File: config.mk
export PLATFORM = sky130hd
export DESIGN_NAME = ram_port_arbiter
export DESIGN_NICKNAME = d
export VERILOG_FILES = /design/src/rtl/ram_port_arbiter.sv
export SDC_FILE = /design/constraint.sdc
export NUM_CORES = 1
export LEC_CHECK = 0
export BUFFER_PORTS_ARGS = -buffer_cell sky130_fd_sc_hd__buf_2
export CAP_MARGIN = 15
export CORE_ASPECT_RATIO = 0.9
export CORE_MARGIN = 2
export CORE_UTILIZATION = 40
export DETAILED_ROUTE_END_ITERATION = 6
export GPL_TIMING_DRIVEN = 0
export PLACE_DENSITY = 0.72
export SYNTH_ARGS = -nofsm -noshare
export SYNTH_HDL_FRONTEND = slang
export SYNTH_SLANG_ARGS = --single-unit
File: constraint.sdc
create_clock -name clk -period 5.6 [get_ports clk]
set_input_delay 0.28 -clock clk [delete_from_list [all_inputs] [get_ports clk]]
set_output_delay 0.28 -clock clk [all_outputs]
set_load 0.02 [all_outputs]
File: src/rtl/ram_port_arbiter.sv
// ram_port_arbiter
//
// Shares one embedded-RAM port between two bus masters. Master 0 (pipeline
// data port) has fixed priority; master 1 (DMA/debug loader) is protected by
// a starvation counter that forces a master-1 win after M1_MAX_WAIT lost
// arbitrations (M1_MAX_WAIT = 0 keeps strict master-0 priority).
//
// One access is in flight at a time:
//   IDLE -> CMD -> ACK                 (write)
//   IDLE -> CMD -> WAIT x RD_LAT -> ACK (read)
// Read data appears on ram_r_line RD_LAT cycles after the CMD cycle and is
// captured at the end of the last WAIT cycle, so a read acks 2+RD_LAT cycles
// after the request is sampled in IDLE. A write acks 2 cycles after the
// sample, carrying the ram_exception value seen during CMD.
//
// Ports:
//   clk, rst                      clock, synchronous active-high reset
//   m{0,1}_req/_we/_addr/_wline   master request (held until ack)
//   m{0,1}_rline/_ack/_err        completion: one-cycle ack, data and error
//   ram_r_addr/_w_addr/_w_line    RAM address/data, held outside CMD
//   ram_read/ram_write            RAM strobes, high only during CMD
//   ram_r_line/ram_exception      RAM read data and exception flag
//   owner                         00 idle, 01 m0 active, 10 m1 active
//
// All outputs are registered and reset to zero.

module ram_port_arbiter #(
  parameter int RD_LAT      = 1,
  parameter int M1_MAX_WAIT = 4
) (
  input  logic        clk,
  input  logic        rst,
  input  logic        m0_req,
  input  logic        m0_we,
  input  logic [31:0] m0_addr,
  input  logic [31:0] m0_wline,
  output logic [31:0] m0_rline,
  output logic        m0_ack,
  output logic        m0_err,
  input  logic        m1_req,
  input  logic        m1_we,
  input  logic [31:0] m1_addr,
  input  logic [31:0] m1_wline,
  output logic [31:0] m1_rline,
  output logic        m1_ack,
  output logic        m1_err,
  output logic [31:0] ram_r_addr,
  output logic [31:0] ram_w_addr,
  output logic [31:0] ram_w_line,
  output logic        ram_read,
  output logic        ram_write,
  input  logic [31:0] ram_r_line,
  input  logic        ram_exception,
  output logic [1:0]  owner
);

  localparam logic [3:0] LAT_LAST   = 4'(RD_LAT - 1);
  localparam logic [7:0] MAX_WAIT_C = 8'(M1_MAX_WAIT);

  typedef enum logic [1:0] {
    S_IDLE,
    S_CMD,
    S_WAIT,
    S_ACK
  } state_t;

  state_t      state_q;
  logic        sel_q;        // winner of the current access: 0 = m0, 1 = m1
  logic        we_q;
  logic [3:0]  lat_cnt_q;
  logic [7:0]  wait_cnt_q;

  logic [31:0] m_rline_q [2];
  logic        m_ack_q   [2];
  logic        m_err_q   [2];
  logic [31:0] ram_r_addr_q;
  logic [31:0] ram_w_addr_q;
  logic [31:0] ram_w_line_q;
  logic        ram_read_q;
  logic        ram_write_q;
  logic [1:0]  owner_q;

  // Arbitration decision for the current IDLE cycle
  logic        force_m1_d;
  logic        m1_wins_d;
  logic        start_d;
  logic        we_d;
  logic [31:0] addr_d;
  logic [31:0] wline_d;
  logic [7:0]  wait_cnt_d;

  always_comb begin
    force_m1_d = (M1_MAX_WAIT != 0) && (wait_cnt_q >= MAX_WAIT_C);
    m1_wins_d  = m1_req && (!m0_req || force_m1_d);
    start_d    = m0_req || m1_req;
    we_d       = m1_wins_d ? m1_we    : m0_we;
    addr_d     = m1_wins_d ? m1_addr  : m0_addr;
    wline_d    = m1_wins_d ? m1_wline : m0_wline;

    // m1 pending and losing to m0 is the only case that ages the counter
    wait_cnt_d = 8'd0;
    if (m1_req && !m1_wins_d) begin
      wait_cnt_d = (wait_cnt_q == 8'hFF) ? wait_cnt_q : wait_cnt_q + 8'd1;
    end
  end

  always_ff @(posedge clk) begin
    if (rst) begin
      state_q      <= S_IDLE;
      sel_q        <= 1'b0;
      we_q         <= 1'b0;
      lat_cnt_q    <= 4'd0;
      wait_cnt_q   <= 8'd0;
      for (int i = 0; i < 2; i++) begin
        m_rline_q[i] <= 32'd0;
        m_ack_q[i]   <= 1'b0;
        m_err_q[i]   <= 1'b0;
      end
      ram_r_addr_q <= 32'd0;
      ram_w_addr_q <= 32'd0;
      ram_w_line_q <= 32'd0;
      ram_read_q   <= 1'b0;
      ram_write_q  <= 1'b0;
      owner_q      <= 2'b00;
    end else begin
      case (state_q)
        S_IDLE: begin
          wait_cnt_q <= wait_cnt_d;
          if (start_d) begin
            sel_q        <= m1_wins_d;
            we_q         <= we_d;
            ram_r_addr_q <= addr_d;
            ram_w_addr_q <= addr_d;
            ram_w_line_q <= wline_d;
            ram_read_q   <= !we_d;
            ram_write_q  <= we_d;
            owner_q      <= m1_wins_d ? 2'b10 : 2'b01;
            state_q      <= S_CMD;
          end
        end

        S_CMD: begin
          ram_read_q  <= 1'b0;
          ram_write_q <= 1'b0;
          if (we_q) begin
            // Write exceptions are reported during the strobe cycle itself
            m_err_q[sel_q] <= ram_exception;
            m_ack_q[sel_q] <= 1'b1;
            state_q        <= S_ACK;
          end else begin
            lat_cnt_q <= LAT_LAST;
            state_q   <= S_WAIT;
          end
        end

        S_WAIT: begin
          if (lat_cnt_q == 4'd0) begin
            m_rline_q[sel_q] <= ram_r_line;
            m_err_q[sel_q]   <= ram_exception;
            m_ack_q[sel_q]   <= 1'b1;
            state_q          <= S_ACK;
          end else begin
            lat_cnt_q <= lat_cnt_q - 4'd1;
          end
        end

        S_ACK: begin
          m_ack_q[0] <= 1'b0;
          m_ack_q[1] <= 1'b0;
          owner_q    <= 2'b00;
          state_q    <= S_IDLE;
        end

        default: state_q <= S_IDLE;
      endcase
    end
  end

  assign m0_rline   = m_rline_q[0];
  assign m0_ack     = m_ack_q[0];
  assign m0_err     = m_err_q[0];
  assign m1_rline   = m_rline_q[1];
  assign m1_ack     = m_ack_q[1];
  assign m1_err     = m_err_q[1];
  assign ram_r_addr = ram_r_addr_q;
  assign ram_w_addr = ram_w_addr_q;
  assign ram_w_line = ram_w_line_q;
  assign ram_read   = ram_read_q;
  assign ram_write  = ram_write_q;
  assign owner      = owner_q;

endmodule
==> results by group <==
Placed design
  • Port bufs: 334
  • Gpl congestion: 0.868
  • Placed cell count: 1,210
  • Detailed Place HPWL: 16,700 um

Synth
  • Synth warn: 0
  • Post-synth EDFFs: 66
  • Leading area contributor after synthesis: edfxtp_1
  • Synth Area in Simple Gates: 0.337
  • Synth cell types: 45
  • Main flop type after synthesis: dfxtp_1
  • Synth Area in Compound Gates: 0.0281
  • Post-Synthesis Cells: 665
  • Mapped Area: 6910 um2
  • Sequential share of the synthesized area: 0.536
  • Mux share of post-synthesis cell area: 0.00290
  • Post-synthesis adder-cell area fraction: 0.0145
  • Largest family of logic cells by synthesized area: simple AND/OR/NAND/NOR gates
  • Top area cells in the synthesized netlist: edfxtp_1 29%, dfxtp_1 25%, nor3_1 9.4%
  • Synthesized Nets: 840
  • Post-synth top area share: 0.287
  • XOR/XNOR share of the synthesized area: 0.00507
  • Post-synth ARST share: 0
  • FF+latch count, synth: 152
  • Avg Cell Area, Syn: 10.4 um2

Die
  • # IOs: 335
  • Number of cell rows: 45
  • Die Y-Extent: 129 um
  • Chip width: 143 um
  • Core Region: 16,900 um2
  • Die area: 18,300 um2
  • Starting Density: 0.409

Power
  • Worst VDD drop: 227 uV
  • Lkg Pwr: 4.25 nW
  • Final Power: 4.64 mW
  • PD cells: 491 nW/um2

GRT
  • First-pass GRT wire length: 31,700 um
  • Antenna violations before repair: 0
  • Overall routing resource usage: 0.228
  • Via count of the first global-routing pass: 5,799
  • Total grt overflow: 0
  • Largest net degree at the start of global routing: 33

Clock network
  • CTS clk-pin slew, worst paths: 0.07 ns
  • Post-CTS Repair Setup Buffers: 0
  • CTS tree: yes
  • H-tree levels: 4
  • Deepest clock path buffer count: 2
  • Cts bufs inserted: 17
  • Post-CTS Hold Fix Bufs: 0
  • CTS Root Cell: clkbuf_16
  • CTS Sinks: 152
  • Post-CTS Resized: 0
  • Clk Latency, worst-skew pair: 0.42 ns

Layout
  • Final core occ: 0.559
  • Synthesis-to-finish area growth: 36.8%
  • Post-layout nets: 1,193
  • Fraction of layout cells with a size suffix above 1: 0.461
  • Fin cells: 1,243

Timing
  • Worst slew pin tran: 0.799 ns
  • Max Slew Vio Count: 0
  • Slew HR: 0.467
  • RSZ-0062 raised after global routing: no
  • Fin. Hold Viols: 0
  • Hold Worst Slack: 0.141 ns
  • Fmax: 387 MHz
  • Tcrit/Tclk final: 0.461
  • # setup viols final: 0
  • Setup Total Neg Slack: 0 ns
  • Setup Skew: 0.0149 ns
  • Final min period: 2.58 ns

Critical path
  • Setup CP Type: reg2reg
  • Critical path required time: 5.65 ns
  • Crit path DAT: 2.63 ns
  • CP Launch Type: flip-flop
  • Critical Path Fanout Max: 32
  • Reg2reg setup slack: 3.02 ns
  • Reg2Reg Depth: 5
  • Worst r2r dst: m_rline_q[1][24]
  • CP Capture Type: flip-flop
  • Launching point of the worst reg2reg path: state_q[0]

Hold path
  • Hold wc startpoint: ram_r_line[7]
  • Hold endpoint: m_rline_q[1][7]
  • Worst Hold Path Cells: 2
  • Hold Crit Class: in2reg

Route
  • Routed WL per cell: 17.6 um
  • Antenna viol nets, final: 0
  • Initial DRC count: 391
  • TritonRoute pass-1 iters: 5
  • Via count: 6,333
  • Vias per cell: 5.09
  • Post-route DRC: 0
  • Final wirelength: 21,900 um

Run
  • Max-Cap Viols: 0

Run status
  • Status: finished, final reports clean
-- state kept, by name, indices dropped and copies added, names as in the netlist, 2 cells and up --
register / cells
m_rline_q: 64
state_q: 2
owner: 2
m_ack_q: 2
ram_w_addr: 32
m_err_q: 2
wait_cnt_q: 8
lat_cnt_q: 4
ram_w_line: 32
-- cells by family (layout without fill, tap and decap cells) --
kind of cell,Yosys count,count (layout)
xor+xnor,4,4
other cells,0,1
simple gates,382,382
flops,152,152
compound gates,26,26
buf+inv,91,457
mux,2,2
fa+ha+maj,8,8
-- synth_stat cells (8+ instances only) --
cell,n
a21oi_1,8
and2_1,64
buf_2,9
buf_4,34
clkbuf_1,35
dfxtp_1,86
edfxtp_1,66
ha_1,8
nand2_1,11
nor2_1,88
nor3_1,130
nor4_1,14
nor4_2,50
-- how the worst max path moves through the flow --
stage	depth (start not counted)	to	startpoint
finish	5	m_rline_q[1][24]	state_q[0]
global route	5	m_rline_q[0][14]	state_q[0]
CTS	5	m_rline_q[1][14]	state_q[0]
detailed placement	5	m_rline_q[1][15]	state_q[0]
global placement	5	m_rline_q[1][12]	state_q[0]
floorplan	5	m_rline_q[1][0]	state_q[0]
-- stage by stage --
step | worst slack [ns] | instance area (um2)
floorplan | 3.51 | 6910
global placement | 3.04 | 8840
detailed placement | 2.99 | 8840
CTS | 2.98 | 9450
global route | 2.81 | 9450
finish | 3.02 | 9450
-- worst max-delay path: stages, from the launching register on --
cell and delay, ns:
dfxtp_1 0.34, inv_1 0.11, ha_1 0.29, nand4bb_1 0.31
nor3b_2 0.44, or2_2 0.72
-- cell usage in the layout, fill, tap and decap left out, types with 3 or more instances in the layout --
master     count
nand4_1        4
or2_2          3
clkbuf_1      35
ha_1           8
nor4_2        50
dfxtp_1       86
xor2_1         3
and2_1        64
a21oi_1        8
nand3_1        5
buf_6          6
inv_8          4
buf_4         34
nor3_1       130
buf_2        343
clkinv_8       3
nor4_1        14
edfxtp_1      66
inv_6          4
nor2_1        88
clkbuf_16     17
nand2b_1       4
inv_1          7
nand2_1       11
-- metal layers --
| metal | global-route usage | wire length (um) | vias to the layer above | part of all wire |
|---|---|---|---|---|
| met5 | 0 | 0 | - | 0 |
| met4 | 0.0944 | 637 | 0 | 0.029 |
| met3 | 0.0610 | 1490 | 41 | 0.068 |
| met2 | 0.367 | 10600 | 258 | 0.48 |
| met1 | 0.292 | 9210 | 2988 | 0.42 |
| li1 | - | - | 3046 | - |
-- power breakdown --
group	internal, mW	switching, mW	total [mW]
clock	0.640	0.524	1.16
combinational	0.667	1.21	1.87
sequential	1.42	0.176	1.60
-- area by class of cell --
| type | count | area, um2 |
|---|---|---|
| clock inverters | 15 | 179 |
| fillers | 1471 | 7440 |
| plain buffers | 84 | 499 |
| flip-flops and latches | 152 | 3700 |
| clock buffers | 17 | 425 |
| well taps | 211 | 264 |
| multi-input cells | 422 | 2680 |
| diodes | 1 | 2.50 |
| repair buffers | 334 | 1670 |
| inverters | 7 | 26.3 |
No activity file was read; power rests on OpenSTA's default activity.
